`config.mk`:
```
export PLATFORM = sky130hd
export DESIGN_NAME = ga_sync_int_flat
export DESIGN_NICKNAME = d
export VERILOG_FILES = /design/src/rtl/ga_sync_int_pkg.sv /design/src/rtl/ga_sync_int_if.sv /design/src/rtl/ga_sync_int_edge.sv /design/src/rtl/ga_sync_int.sv /design/src/flat_wrapper.sv
export SDC_FILE = /design/constraint.sdc
export NUM_CORES = 1
export LEC_CHECK = 0
export ABC_CLOCK_PERIOD_IN_PS = 1550
export CORE_UTILIZATION = 47
export DETAILED_ROUTE_END_ITERATION = 10
export GPL_TIMING_DRIVEN = 1
export HOLD_SLACK_MARGIN = 0.1
export PLACE_DENSITY = 0.78
export SYNTH_ARGS = -nofsm -noshare
export SYNTH_HDL_FRONTEND = slang
export SYNTH_SLANG_ARGS = --single-unit
```
`constraint.sdc`:
```
create_clock -name CLOCK -period 1.55 [get_ports CLOCK]
set_clock_uncertainty 0.15 [all_clocks]
set_input_delay 0.31 -clock CLOCK [delete_from_list [all_inputs] [get_ports CLOCK]]
set_output_delay 0.31 -clock CLOCK [all_outputs]
set_load 0.01 [all_outputs]
```
`src/rtl/ga_sync_int_pkg.sv`:
```
// Shared gate-array sync timing constants and types.
// Used by the raster interrupt counter and monitor sync generator.
package ga_sync_int_pkg;

  localparam int INT_LINES = 52;
  localparam int HS_DELAY  = 2;
  localparam int HS_WIDTH  = 4;
  localparam int VS_DELAY  = 2;
  localparam int VS_WIDTH  = 4;

  typedef logic [5:0] r52_t;
  typedef logic [3:0] hsd_t;
  typedef logic [2:0] vcnt_t;

  // hsd runs one past the pulse window so a long HSYNC_IN parks outside it
  localparam hsd_t  HSD_ON_MIN     = hsd_t'(HS_DELAY);
  localparam hsd_t  HSD_MAX        = hsd_t'(HS_DELAY + HS_WIDTH + 1);
  localparam r52_t  R52_WRAP       = r52_t'(INT_LINES - 1);
  localparam r52_t  R52_RESYNC_MIN = 6'd32;
  localparam vcnt_t VCNT_ON        = vcnt_t'(VS_DELAY);
  localparam vcnt_t VCNT_OFF       = vcnt_t'(VS_DELAY + VS_WIDTH);

  function automatic r52_t r52_ack_mask(input r52_t v);
    return v & 6'h1F;
  endfunction

endpackage

```
`src/rtl/ga_sync_int_if.sv`:
```
// CRTC/CPU-facing signal bundle of the gate-array sync/interrupt block.
interface ga_sync_int_if;
  import ga_sync_int_pkg::*;

  logic CLKEN;
  logic HSYNC_IN;
  logic VSYNC_IN;
  logic INT_ACK;
  logic INT_CLR;
  logic INT;
  logic HSYNC_OUT;
  logic VSYNC_OUT;
  logic MODE_LATCH;
  r52_t R52;

  modport master (
    output CLKEN, HSYNC_IN, VSYNC_IN, INT_ACK, INT_CLR,
    input  INT, HSYNC_OUT, VSYNC_OUT, MODE_LATCH, R52
  );

  modport slave (
    input  CLKEN, HSYNC_IN, VSYNC_IN, INT_ACK, INT_CLR,
    output INT, HSYNC_OUT, VSYNC_OUT, MODE_LATCH, R52
  );

endinterface

```
`src/rtl/ga_sync_int_edge.sv`:
```
// CLKEN-qualified rise/fall detector for a CRTC sync line.
module ga_sync_edge (
  input  logic CLOCK,
  input  logic RESET,
  input  logic CLKEN,
  input  logic sig,
  output logic rise_s,
  output logic fall_s
);

  logic d_r;

  // Remember the level seen at the previous char tick
  always_ff @(posedge CLOCK) begin
    if (RESET) begin
      d_r <= 1'b0;
    end else if (CLKEN) begin
      d_r <= sig;
    end else begin
      d_r <= d_r;
    end
  end

  assign rise_s = CLKEN & sig & ~d_r;
  assign fall_s = CLKEN & ~sig & d_r;

endmodule

```
`src/rtl/ga_sync_int.sv`:
```
// Gate-array sync consumer: monitor HSYNC/VSYNC shaping, MODE_LATCH strobe
// and the 52-line raster interrupt counter with VSYNC resynchronisation.
module ga_sync_int
  import ga_sync_int_pkg::*;
(
  input logic         CLOCK,
  input logic         RESET,
  ga_sync_int_if.slave bus
);

  logic  hs_rise_s;
  logic  hs_fall_s;
  logic  vs_rise_s;
  logic  vs_fall_s;

  hsd_t  hsd_r;
  hsd_t  hsd_nxt_s;
  logic  hs_on_s;
  logic  hs_out_r;
  logic  mode_latch_r;

  vcnt_t vcnt_r;
  vcnt_t vcnt_inc_s;
  logic  vact_r;
  logic  pend_r;
  logic  vs_out_r;
  logic  vs_low_s;
  logic  resync_s;

  r52_t  r52_r;
  r52_t  r52_base_s;
  r52_t  r52_nxt_s;
  logic  wrap_s;
  logic  int_set_s;
  logic  int_r;
  logic  int_nxt_s;

  ga_sync_edge u_hs_edge (
    .CLOCK  (CLOCK),
    .RESET  (RESET),
    .CLKEN  (bus.CLKEN),
    .sig    (bus.HSYNC_IN),
    .rise_s (hs_rise_s),
    .fall_s (hs_fall_s)
  );

  ga_sync_edge u_vs_edge (
    .CLOCK  (CLOCK),
    .RESET  (RESET),
    .CLKEN  (bus.CLKEN),
    .sig    (bus.VSYNC_IN),
    .rise_s (vs_rise_s),
    .fall_s (vs_fall_s)
  );

  // Next HSYNC delay count and whether the monitor pulse is inside its window
  always_comb begin
    hsd_nxt_s = hsd_r;
    if (!bus.HSYNC_IN) begin
      hsd_nxt_s = '0;
    end else if (hs_rise_s) begin
      hsd_nxt_s = 4'd1;
    end else if (hsd_r != HSD_MAX) begin
      hsd_nxt_s = hsd_r + 4'd1;
    end else begin
      hsd_nxt_s = hsd_r;
    end
    hs_on_s = bus.HSYNC_IN & (hsd_nxt_s > HSD_ON_MIN) & (hsd_nxt_s < HSD_MAX);
  end

  // HSYNC delay counter, monitor HSYNC and the mode-latch strobe
  always_ff @(posedge CLOCK) begin
    if (RESET) begin
      hsd_r        <= '0;
      hs_out_r     <= 1'b0;
      mode_latch_r <= 1'b0;
    end else if (bus.CLKEN) begin
      hsd_r        <= hsd_nxt_s;
      hs_out_r     <= hs_on_s;
      mode_latch_r <= hs_on_s & ~hs_out_r;
    end else begin
      hsd_r        <= hsd_r;
      hs_out_r     <= hs_out_r;
      mode_latch_r <= mode_latch_r;
    end
  end

  // VSYNC sequencing terms; a fresh VSYNC rise restarts the count
  always_comb begin
    vcnt_inc_s = vcnt_r + 3'd1;
    vs_low_s   = ~bus.VSYNC_IN | vs_fall_s;
    resync_s   = hs_fall_s & ~vs_rise_s & vact_r & pend_r & (vcnt_inc_s == VCNT_ON);
  end

  // VSYNC line counter, resync pending flag and monitor VSYNC
  always_ff @(posedge CLOCK) begin
    if (RESET) begin
      vcnt_r   <= '0;
      vact_r   <= 1'b0;
      pend_r   <= 1'b0;
      vs_out_r <= 1'b0;
    end else if (vs_rise_s) begin
      vcnt_r   <= '0;
      vact_r   <= 1'b1;
      pend_r   <= 1'b1;
    end else if (hs_fall_s && vact_r) begin
      vcnt_r <= vcnt_inc_s;
      if (vcnt_inc_s == VCNT_ON) begin
        vs_out_r <= 1'b1;
        pend_r   <= 1'b0;
      end else if ((vcnt_inc_s > VCNT_ON) && ((vcnt_inc_s == VCNT_OFF) || vs_low_s)) begin
        vs_out_r <= 1'b0;
        vact_r   <= 1'b0;
      end else begin
        vs_out_r <= vs_out_r;
      end
    end else begin
      vcnt_r <= vcnt_r;
    end
  end

  // Interrupt counter next state; a set from the counter outranks an ACK
  always_comb begin
    r52_base_s = bus.INT_ACK ? r52_ack_mask(r52_r) : r52_r;
    wrap_s     = hs_fall_s & ~resync_s & (r52_r == R52_WRAP);
    int_set_s  = (resync_s & (r52_r >= R52_RESYNC_MIN)) | wrap_s;
    r52_nxt_s  = r52_r;
    int_nxt_s  = int_r;
    if (bus.INT_CLR) begin
      r52_nxt_s = '0;
      int_nxt_s = 1'b0;
    end else if (resync_s || wrap_s) begin
      r52_nxt_s = '0;
      int_nxt_s = int_set_s | (int_r & ~bus.INT_ACK);
    end else if (hs_fall_s) begin
      r52_nxt_s = r52_base_s + 6'd1;
      int_nxt_s = int_r & ~bus.INT_ACK;
    end else begin
      r52_nxt_s = r52_base_s;
      int_nxt_s = int_r & ~bus.INT_ACK;
    end
  end

  // Interrupt counter and request; ACK/CLR act on every CLOCK edge
  always_ff @(posedge CLOCK) begin
    if (RESET) begin
      r52_r <= '0;
      int_r <= 1'b0;
    end else begin
      r52_r <= r52_nxt_s;
      int_r <= int_nxt_s;
    end
  end

  assign bus.INT        = int_r;
  assign bus.HSYNC_OUT  = hs_out_r;
  assign bus.VSYNC_OUT  = vs_out_r;
  assign bus.MODE_LATCH = mode_latch_r;
  assign bus.R52        = r52_r;

endmodule

```
`src/flat_wrapper.sv`:
```
// flat-port wrapper written by rule: the top's interface ports become plain ports
module ga_sync_int_flat import ga_sync_int_pkg::*;
  (CLOCK, RESET, bus_CLKEN, bus_HSYNC_IN, bus_VSYNC_IN, bus_INT_ACK, bus_INT_CLR, bus_INT, bus_HSYNC_OUT, bus_VSYNC_OUT, bus_MODE_LATCH, bus_R52);
  ga_sync_int_if bus_i ();
  input logic CLOCK;
  input logic RESET;
  input wire logic [$bits(bus_i.CLKEN)-1:0] bus_CLKEN;
  input wire logic [$bits(bus_i.HSYNC_IN)-1:0] bus_HSYNC_IN;
  input wire logic [$bits(bus_i.VSYNC_IN)-1:0] bus_VSYNC_IN;
  input wire logic [$bits(bus_i.INT_ACK)-1:0] bus_INT_ACK;
  input wire logic [$bits(bus_i.INT_CLR)-1:0] bus_INT_CLR;
  output wire logic [$bits(bus_i.INT)-1:0] bus_INT;
  output wire logic [$bits(bus_i.HSYNC_OUT)-1:0] bus_HSYNC_OUT;
  output wire logic [$bits(bus_i.VSYNC_OUT)-1:0] bus_VSYNC_OUT;
  output wire logic [$bits(bus_i.MODE_LATCH)-1:0] bus_MODE_LATCH;
  output wire logic [$bits(bus_i.R52)-1:0] bus_R52;
  assign bus_i.CLKEN = bus_CLKEN;
  assign bus_i.HSYNC_IN = bus_HSYNC_IN;
  assign bus_i.VSYNC_IN = bus_VSYNC_IN;
  assign bus_i.INT_ACK = bus_INT_ACK;
  assign bus_i.INT_CLR = bus_INT_CLR;
  assign bus_INT = bus_i.INT;
  assign bus_HSYNC_OUT = bus_i.HSYNC_OUT;
  assign bus_VSYNC_OUT = bus_i.VSYNC_OUT;
  assign bus_MODE_LATCH = bus_i.MODE_LATCH;
  assign bus_R52 = bus_i.R52;
  ga_sync_int u_core (.CLOCK(CLOCK), .RESET(RESET), .bus(bus_i));
endmodule
```
==> Word level (Yosys, flattened, before mapping) <==
Index checks and enable logic that the tools add are counted.
{ "op_classes": {"addsub": 3, "n_reduce_logical": 14, "eq_ne": 5, "bitwise_logic": 30, "order_cmp": 4, "mux": 14} }
{ "ops": {"columns": ["op", "count"], "rows": [
  ["$and 1x1->1", 19],
  ["$mux 4", 3],
  ["$mux 6", 2],
  ["$mux 1", 9],
  ["$not 1->1", 8],
  ["$reduce_bool 2->1", 4],
  ["$add 6x1->6 const B", 1],
  ["$eq 6x6->1 const B", 1],
  ["$ge 6x6->1 const B", 1],
  ["$reduce_and 3->1", 2],
  ["$add 4x1->4 const B", 1],
  ["$gt 4x2->1 const B", 1],
  ["$lt 4x3->1 const B", 1],
  ["$ne 4x3->1 const B", 1],
  ["$reduce_or 2->1", 2],
  ["$add 3x1->3 const B", 1],
  ["$eq 3x2->1 const B", 1],
  ["$eq 3x3->1 const B", 1],
  ["$gt 3x2->1 const B", 1],
  ["$or 1x1->1", 3],
  ["$reduce_or 3->1", 1],
  ["$logic_and 1x1->1", 2],
  ["$logic_or 1x1->1", 2],
  ["$ne 2x1->1 const B", 1],
  ["$reduce_and 2->1", 1]
]} }
{ "word_totals": {"reg_bits": 21, "word_cells": 81, "input_bits": 7} }

==> Logic depth before layout (Yosys ltp) <==
Gate-level depths: netlist of the first run.
{ "logic_depth": {"depth_word": 13, "ltp_mapped": 6, "ltp_nobuf": 6} }

==> Modules after synthesis <==
Synthesis of the first run repeated with hierarchy kept, for this count alone.
{ "unflattened": {"cells_unflattened": 128, "area_unflattened_um2": 1127.3} }
{ "by_module_without_submodules": {"columns": ["module", "area_each_um2", "cells_each", "n_inst"], "rows": [
  ["ga_sync_int", 1022.2, 116, 1],
  ["ga_sync_edge", 52.6, 6, 2]
]} }

==> Worst setup path before layout of the first run <==
No wires, ideal clock.
{ "synth_path": {"kind": "reg2reg", "start": "reg u_core.vcnt_r[1]", "end": "reg u_core.vs_out_r, in the netlist u_core.bus.VSYNC_OUT", "setup_time_ns": 0.132, "t_required_ns": 1.268, "arrival_time_ns": 1.287, "path_stages_with_launch": 7, "path_buffers": 0, "synth_period_minus_slack_ns": 1.569, "path_slack_ns": -0.019, "cell_sequence": "dfxtp_1 -> inv_1 -> ha_1 -> or2_0 -> a22o_1 -> o31ai_1 -> a21oi_1"} }
{ "synth_between": {"elab_chain_len": 6, "word_cells_on_any_way": 9} }
{ "synth_lines": {"columns": ["element", "line_no", "text"], "rows": [
  ["start, declared", "ga_sync_int.sv:22", "vcnt_t vcnt_r;"],
  ["start signal, assigned", "ga_sync_int.sv:107", "vcnt_r <= vcnt_inc_s;"],
  ["start signal, assigned", "ga_sync_int.sv:118", "vcnt_r <= vcnt_r;"],
  ["$add 3x1->3 (*)", "ga_sync_int.sv:90", "vcnt_inc_s = vcnt_r + 3'd1;"],
  ["parallel branches: the longest is 5 deep, another holds $gt 3x2->1", null, null],
  ["end signal, assigned", "ga_sync_int.sv:115", "vs_out_r <= vs_out_r;"],
  ["end, declared", "ga_sync_int.sv:26", "logic vs_out_r;"]
]} }
Every way passes the cells marked *.
A chain may end at the register's enable or synchronous reset.

==> Worst setup path after layout of the first run <==
{ "layout_path": {"start": "reg u_core.vcnt_r[1]", "end": "reg u_core.int_r, in the netlist u_core.bus.INT"} }
{ "layout_between": {"elab_chain_len": 9, "word_cells_on_any_way": 11} }
{ "layout_lines": {"columns": ["element", "line_no", "text"], "rows": [
  ["$add 3x1->3 (*)", "ga_sync_int.sv:90", null],
  ["$eq 3x2->1 (*)", "ga_sync_int.sv:92", "resync_s = hs_fall_s & ~vs_rise_s & vact_r & pend_r & (vcnt_inc_s == VCNT_ON);"],
  ["$and 1x1->1 (*)", "ga_sync_int.sv:92", null],
  ["$not 1->1", "ga_sync_int.sv:125", "wrap_s = hs_fall_s & ~resync_s & (r52_r == R52_WRAP);"],
  ["$and 1x1->1 (2 in a row)", "ga_sync_int.sv:125", null],
  ["$or 1x1->1", "ga_sync_int.sv:126", "int_set_s = (resync_s & (r52_r >= R52_RESYNC_MIN)) | wrap_s;"],
  ["$or 1x1->1", "ga_sync_int.sv:134", "int_nxt_s = int_set_s | (int_r & ~bus.INT_ACK);"],
  ["$mux 1 (*)", "ga_sync_int.sv:132", "end else if (resync_s || wrap_s) begin"],
  ["end signal, assigned", "ga_sync_int.sv:151", "int_r <= int_nxt_s;"],
  ["end, declared", "ga_sync_int.sv:35", "logic int_r;"]
]} }
Mark *: on every way between the ends. The rest lies on a longest branch, timed or not.

==> run summary, run 1 <==
Synth Area per Inst = 8.81 sq um
Max frequency = 0.607 GHz
XOR/XNOR Fraction of Synth Area = 7.54%
Max Cap Violations = 0
Status = finished with violations
Hold_ws = 0.287 ns
Util after Layout = 70.0%
Pwr dens = 592 nW/um^2
Period utilisation layout = 106%
Ys Warns = 0
FILL cells = 180
CTS tree = built
Worst EP required = 1.64 ns
CTS Buf Count = 3
Proportion of synthesized area in mux cells = 3.50%
Yosys cell types = 41
Critical Path Fanout Max = 4
Via density = 5.65
Leading cell type in the layout, fill and taps excluded = buf_4
Failing checks = setup timing
Initial Util = 50.8%
CTS max path bufs = 2
Setup Viol. Count Final = 9
Finished Layout Cells = 192
Initial DRC count = 21
Pre-CTS WS = -0.403 ns
Final worst setup slack = -0.0969 ns
Area Growth Syn to Fin = 37.9%
Relative slew margins = 73.2%
FFs w/ async S/R, synth = 0%
RSZ-0062 raised after global routing = yes
DIE AREA = 2640 sq um
Cell Area, Synth = 1140 sq um
Worst-path cell chain = buf_6 > ha_4 > xnor2_4 > nand4b_4 > o21a_1 > nor3_2
Overall power = 934 uW
DIE WIDTH = 51.4 microns
Placed insts = 186
Synth Flop Type = dfxtp_1
CP endpoint kind = register
Final instance area = 1580 sq um
Worst setup SP type = register
Most frequent cells in the layout = 21 x buf_4, 16 x dfxtp_1, 14 x nor2_1
R2R depth = 6
Seq/Total Area, Yosys = 36.7%
Worst Max-Slew Pin Slew = 0.401 ns
Hold crit path type = primary input to register
Detailed Place HPWL = 1880 microns
Placer Congestion = 0.801
Storage cell area = 429 sq um
Crit path DAT = 1.73 ns
Cell leakage power = 0.640 nW
Max rail drop VDD = 359 uV
Initial antenna violation count = 0
DR DRC count = 0
Nets = 177
Cell count after synthesis = 130
Antenna Cells = 0
Die height = 51.4 microns
WL final = 2980 microns
Highest-delay cell along the critical path = dfxtp_2
Post-route ant nets = 0
Multi-input gate area = 747 sq um
Pin count of the biggest net entering global routing = 13
Synth Area in Adders = 5.46%
Worst hold stages = 3
# IOs = 17
Kind of critical path = register to register
Largest family of logic cells by synthesized area = simple AND/OR/NAND/NOR gates
Clock Root Buffer = clkbuf_4
CTS Hold Bufs = 0
Num rows = 17
Placed Area = 1440 sq um
Largest stage delay, worst path = 0.35 ns
Clk slew on worst S/H paths = 0.12 ns
Depth of the CTS H-tree = 1
Fin. Hold Viols = 0
Seq cells post-synth = 21
Tmin final = 1.65 ns
Setup TNS = -0.363 ns
Clk_lat worst skew = 0.31 ns
Wirelength per Cell = 15.5 microns
Number of clock sinks = 21
Synth Area in Simple Gates = 27.0%
EDFF count, synth = 0
Synth Area in Compound Gates = 13.4%
Syn nets = 142
Gr ovfl total = 0
Number of global-route vias before repair = 1,031
Share of cells above drive strength 1 = 29.3%
Core footprint = 2250 sq um
First-pass GRT wire length = 4750 microns
Final Max Slew Viols = 0
Vias = 1,084
Drt first pass iters = 4
Port bufs = 16
Total GRT Usage = 24.9%
-- state kept, by name, indices dropped and copies added (netlist names) --
name and cells:
u_core.bus.INT 1, u_core.u_hs_edge.d_r 1, u_core.vact_r 1, u_core.bus.VSYNC_OUT 1, u_core.bus.R52 6, u_core.pend_r 1, u_core.bus.MODE_LATCH 1, u_core.bus.HSYNC_OUT 1
u_core.hsd_r 4, u_core.vcnt_r 3, u_core.u_vs_edge.d_r 1
-- cell families after synthesis --
| kind of cell | count (synthesis) |
|---|---|
| AO/OA/AOI/OAI | 22 |
| XOR/XNOR | 9 |
| adder cells (fa/ha/maj) | 5 |
| buffers and inverters | 14 |
| flip-flops | 21 |
| multiplexers | 4 |
| AND/OR/NAND/NOR | 55 |
-- layout make-up --
type	count	area share, %
Multi-Input combinational cell	95	47.3
Clock buffer	3	1.43
Sequential cell	21	27.2
Inverter	6	1.43
Timing Repair Buffer	38	20.1
Clock inverter	1	0.317
Tap cell	28	2.22
-- report_power, final --
group | switching (mW) | internal (mW)
sequential | 0.00760 | 0.548
clock | 0.176 | 0.0965
combinational | 0.0540 | 0.0524
total | 0.238 | 0.696
-- final timing paths --
| check | slack [ns] | start | endpoint |
|---|---|---|---|
| max | -0.1 | u_core.vcnt_r[1] | u_core.bus.INT |
| min | 0.29 | bus_HSYNC_IN | u_core.vact_r |
| max reg2reg | -0.1 | u_core.vcnt_r[1] | u_core.bus.INT |
| min reg2reg | 0.31 | u_core.bus.MODE_LATCH | u_core.bus.MODE_LATCH |
-- what timing repair did --
| item | in CTS | in global routing |
|---|---|---|
| setup buffers | 1 | 1 |
| gates resized for setup | 25 | 9 |
| pin swaps | 12 | 6 |
| endpoints found under the setup margin | 19 | 13 |
-- cell usage after synthesis, drive strengths merged (3+ instances only) --
cell	n	area, sq um
dfxtp	21	420
nor2	16	60.1
nand2	10	37.5
buf	6	42.5
inv	6	22.5
nand3	6	30.0
xnor2	6	60.1
a21oi	5	25.0
ha	5	62.6
mux2i	4	40.0
o21ai	4	23.8
and4b	3	31.3
nor2b	3	18.8
or2	3	18.8
xor2	3	26.3
-- layer usage --
metal | global-route usage [%] | up-vias | wire (microns)
met3 | 2.98 | 8 | 110
met4 | 12.6 | 0 | 70
li1 | - | 519 | -
met1 | 29.6 | 523 | 1200
met5 | 0 | - | 0
met2 | 43.6 | 34 | 1600
-- critical path: cells and delay by family (launching register included) --
kind / cells / cell delay (ns)
AOI/OAI and AO/OA: 1 / 0.23
xor gates and xnor gates: 1 / 0.20
adders and majority gates: 1 / 0.17
buffers and inverters: 1 / 0.11
DFF: 1 / 0.35
and+or+nand+nor: 2 / 0.36
No activity file was read; power rests on OpenSTA's default activity.
==> run 2, diff against run 1 <==
Settings changed: CAP_MARGIN set to 20, PLACE_DENSITY 0.78 to 0.7.
==> run 2 against run 1 <==
  * The run still ends with setup timing left
  * Clock power shrank 7%
  * Maximum frequency grew 0.51%
  * Die area is the same
  * Register-to-register slack is essentially flat
  * Utilization shrank 2.8 points
  * Routed wire length shrank 23%
  * First-iteration DRC count shrank 76%
  * Critical endpoint is now u_core.vact_r
  * Largest cell class unchanged
  * Highest routed layer unchanged
==> run summary, run 2 (synthesis results as in run 1) <==
Share of cells above drive strength 1 = 26.1%
Antenna Cells = 0
Area Growth Syn to Fin = 32.3%
CTS max path bufs = 2
Crit path DAT = 1.68 ns
Placed insts = 184
Max frequency = 0.610 GHz
Critical Path Fanout Max = 3
Cell leakage power = 0.630 nW
Leading cell type in the layout, fill and taps excluded = buf_4
Crit path buffers/inverters = 1
DR DRC count = 0
Final worst setup slack = -0.0886 ns
Kind of critical path = register to register
Largest stage delay, worst path = 0.36 ns
Depth of the CTS H-tree = 1
DIE WIDTH = 51.4 microns
Hold crit path type = register to register
Drt first pass iters = 3
DIE AREA = 2640 sq um
Worst-path cell chain = inv_2 > ha_4 > or2_0 > a22o_1 > o31ai_2 > a21oi_1
CTS Hold Bufs = 0
Clk slew on worst S/H paths = 0.11 ns
Max rail drop VDD = 426 uV
Num rows = 17
Number of clock sinks = 21
Clock Root Buffer = clkbuf_4
Max Cap Violations = 0
Detailed Place HPWL = 1640 microns
Initial Util = 50.8%
FILL cells = 197
Post-route ant nets = 0
Largest register FFs = 6
Via density = 5.32
Tmin final = 1.64 ns
RSZ-0062 raised after global routing = yes
Initial DRC count = 5
Pin count of the biggest net entering global routing = 12
Total GRT Usage = 20.0%
Finished Layout Cells = 189
Placer Congestion = 0.769
Worst EP required = 1.59 ns
Period utilisation layout = 106%
Relative slew margins = 83.1%
Most frequent cells in the layout = 19 x buf_4, 16 x nor2_1, 16 x dfxtp_1
Number of global-route vias before repair = 916
CTS tree = built
Worst setup SP type = register
Fin. Hold Viols = 0
Pre-CTS WS = -0.358 ns
Port bufs = 16
Setup TNS = -0.161 ns
# IOs = 17
Status = finished with violations
Pwr dens = 604 nW/um^2
Nets = 174
First-pass GRT wire length = 3880 microns
Initial antenna violation count = 0
Final Max Slew Viols = 0
CTS Buf Count = 3
WL final = 2300 microns
Setup Viol. Count Final = 6
Delay-heaviest family, CP = compound AO/OA/AOI/OAI gates
Vias = 1,006
Clk_lat worst skew = 0.30 ns
Failing checks = setup timing
Die height = 51.4 microns
Core footprint = 2250 sq um
R2R Setup Slk = -0.09 ns
Util after Layout = 67.2%
Gr ovfl total = 0
Highest-delay cell along the critical path = dfxtp_2
Worst Max-Slew Pin Slew = 0.253 ns
Wirelength per Cell = 12.2 microns
CP endpoint kind = register
## run 2: cell count changes in the layout (fill, tap and decap cells not counted), sizes merged
| cell | before | now |
|---|---|---|
| clkinv | 1 | 0 |
| clkbuf | 3 | 4 |
| dlygate4sd2 | 11 | 10 |
| dlymetal6s2s | 1 | 2 |
| buf | 22 | 19 |
## run 2: report_power, final
part | internal (mW) | switching, mW | total, mW
registers | 0.549 | 0.00828 | 0.557
clock network | 0.100 | 0.155 | 0.255
logic | 0.0527 | 0.0499 | 0.103
## run 2: final timing paths
kind                   startpoint                   end  cells after the start
max reg2reg      u_core.vcnt_r[1]         u_core.vact_r                      6
min reg2reg  u_core.bus.HSYNC_OUT  u_core.bus.HSYNC_OUT                      2
max              u_core.vcnt_r[1]         u_core.vact_r                      6
min          u_core.bus.HSYNC_OUT  u_core.bus.HSYNC_OUT                      2
## run 2: cell type report
class	instances	area [sq um]	area share (%)
Clock buffer	4	26.3	1.73
Inverter	6	22.5	1.49
Multi-Input combinational cell	95	709	46.8
Sequential cell	21	427	28.2
Tap cell	28	35.0	2.31
Timing Repair Buffer	35	295	19.5
## run 2: worst register-to-register path: cells and delay by family (launching register included)
kind	cells	cell delay, ns
simple gates	1	0.22
flops	1	0.36
buf+inv	1	0.05
compound gates	3	0.53
fa+ha+maj	1	0.23
## run 2: through the flow
step	cell area [sq um]	hold slack, ns	power (mW)
2_1_floorplan	1150	0.286	0.620
4_1_cts	1480	0.328	0.926
3_3_place_gp	1430	0.290	0.663
3_5_place_dp	1430	0.309	0.665
6_report	1520	0.328	0.915
5_1_grt	1520	0.333	0.971
## run 2: metal layers
metal,up-vias,global-route usage [%],part of all wire (%)
li1,513,-,-
met1,476,23.7,49
met2,13,34.0,46
met3,4,3.57,2.6
met4,0,10.8,2.1
met5,-,0,0
## run 2: what timing repair did
| item | in CTS | in global routing |
|---|---|---|
| gates resized for setup | 18 | 8 |
| buffers inserted | 0 | 1 |
| pin swaps | 5 | 2 |
| setup endpoints to repair | 19 | 15 |
==> run 3, diff against run 2 <==
Settings changed: ABC_CLOCK_PERIOD_IN_PS 1550 to 1570, CORE_UTILIZATION 47 to 45, PLACE_DENSITY 0.7 to 0.64.
Clock period 1.55 ns to 1.57 ns, I/O delays scaled along.
==> run 3 against run 2 <==
  * The run still ends with setup timing left
  * Via count down 2.0%
  * First-iteration DRC count grew 20%
  * Routed wire length up 5.3%
  * Sequential power shrank 1%
  * Setup slack gained 0.050 ns
  * Non-clock buffer count decreased by 2
  * Cell area shrank 0.58%
  * Clock power grew 5%
  * Critical endpoint unchanged
  * Largest power group unchanged
==> run summary, run 3 (synthesis results as in run 1) <==
Hold Crit Start = u_core.bus.MODE_LATCH
Wirelength per Cell = 12.9 microns
# IOs = 17
Setup Viol. Count Final = 2
Gr ovfl total = 0
Fin. Hold Viols = 0
Pre-CTS WS = -0.337 ns
Kind of critical path = register to register
Die height = 52.4 microns
Highest-delay cell along the critical path = dfxtp_4
Max rail drop VDD = 513 uV
Largest stage delay, worst path = 0.39 ns
Overall power = 913 uW
Pin count of the biggest net entering global routing = 13
R2r startpoint = u_core.vcnt_r[0]
Final Max Slew Viols = 0
R2r endpoint = u_core.vact_r
Cell leakage power = 0.605 nW
Placer Congestion = 0.782
DIE WIDTH = 52.4 microns
Most frequent cells in the layout = 17 x buf_4, 16 x nor2_1, 16 x dfxtp_1
Crit path DAT = 1.66 ns
Area Growth Syn to Fin = 31.6%
Hold crit path type = register to register
Worst setup SP type = register
CTS max path bufs = 2
Failing checks = setup timing
Vias = 986
CTS Buf Count = 3
Initial Util = 49.8%
Pwr dens = 606 nW/um^2
Tmin final = 1.61 ns
DIE AREA = 2750 sq um
CP endpoint kind = register
Number of global-route vias before repair = 964
Worst-path cell chain = ha_4 > or2_0 > a22o_1 > o31ai_1 > a21oi_1
Initial DRC count = 6
Num rows = 17
Port bufs = 16
Post-route ant nets = 0
Drt first pass iters = 4
Critical Path Fanout Max = 3
CTS tree = built
Relative slew margins = 82.0%
Clock Root Buffer = clkbuf_4
Antenna Cells = 0
Worst EP required = 1.62 ns
DR DRC count = 0
Worst Max-Slew Pin Slew = 0.269 ns
Nets = 172
Total GRT Usage = 20.1%
WL final = 2420 microns
Share of cells above drive strength 1 = 25.2%
Final worst setup slack = -0.0383 ns
RSZ-0062 raised after global routing = yes
Hold path endpoint = u_core.bus.MODE_LATCH
Status = finished with violations
Clk slew on worst S/H paths = 0.13 ns
Max frequency = 0.622 GHz
Via density = 5.27
First-pass GRT wire length = 4010 microns
Worst hold stages = 2
Core footprint = 2300 sq um
Clk_lat worst skew = 0.31 ns
Number of clock sinks = 21
Leading cell type in the layout, fill and taps excluded = buf_4
Depth of the CTS H-tree = 1
Max Cap Violations = 0
R2R Setup Slk = -0.04 ns
Largest register FFs = 6
Initial antenna violation count = 0
CTS Hold Bufs = 0
Period utilisation layout = 102%
R2R depth = 5
Detailed Place HPWL = 1790 microns
## run 3: cell types whose count changed in the layout (fill, tap and decap cells not counted), sizes merged
cell / delta
clkdlybuf4s50: +2
dlymetal6s2s: -2
buf: -2
clkinv: +1
clkbuf: -1
## run 3: layer usage
layer	up-vias	routed length, microns	track usage, %
met5	-	0	0
met4	0	17	5.26
met3	2	94	6.09
met2	18	1180	37.1
met1	452	1130	21.9
li1	514	-	-
## run 3: what timing repair did
item / in CTS / in global routing
buffers inserted: 1 / 0
resized for setup: 19 / 7
setup endpoints to repair: 19 / 14
hold endpoints to repair: 0 / 0
pin swaps: 5 / 8
## run 3: worst max path at each step
stage                          start              endpoint  cells after the start
floorplan           u_core.vcnt_r[1]  u_core.bus.VSYNC_OUT                      6
finish              u_core.vcnt_r[0]         u_core.vact_r                      5
detailed placement      bus_HSYNC_IN     u_core.bus.R52[4]                      5
CTS                 u_core.vcnt_r[1]         u_core.vact_r                      6
global placement           bus_CLKEN     u_core.bus.R52[5]                      5
global route        u_core.vcnt_r[1]         u_core.vact_r                      6
## run 3: per-stage QoR
stage | instance area [sq um] | std cells | TNS (ns) | hold WS, ns | utilization, %
after global routing | 1510 | 187 | -0.756 | 0.351 | 65.6
after floorplan | 1140 | 130 | 0 | 0.286 | -
final | 1510 | 187 | -0.0414 | 0.306 | 65.6
after global placement | 1410 | 182 | -3.25 | 0.290 | 61.4
after CTS | 1460 | 187 | -0.333 | 0.310 | 63.6
after detailed placement | 1410 | 182 | -3.80 | 0.294 | 61.4
## run 3: report_power, final
group          switching (mW)  internal, mW
Sequential            0.00811         0.541
Combinational          0.0474        0.0501
Clock                   0.172        0.0952
Total                   0.227         0.686
## run 3: layout make-up
cell class / instances / area [sq um]
inverter: 6 / 22.5
clock buffer: 3 / 22.5
tap: 28 / 35.0
multi-input combinational: 95 / 717
fill: 202 / 791
sequential: 21 / 429
clock inverter: 1 / 5.00
timing repair buffer: 33 / 275
## run 3: worst max-delay path: cells and delay by family, from the launching register on
kind	cells	cell delay [ns]
simple gates	1	0.19
flops	1	0.39
fa+ha+maj	1	0.23
compound gates	3	0.53
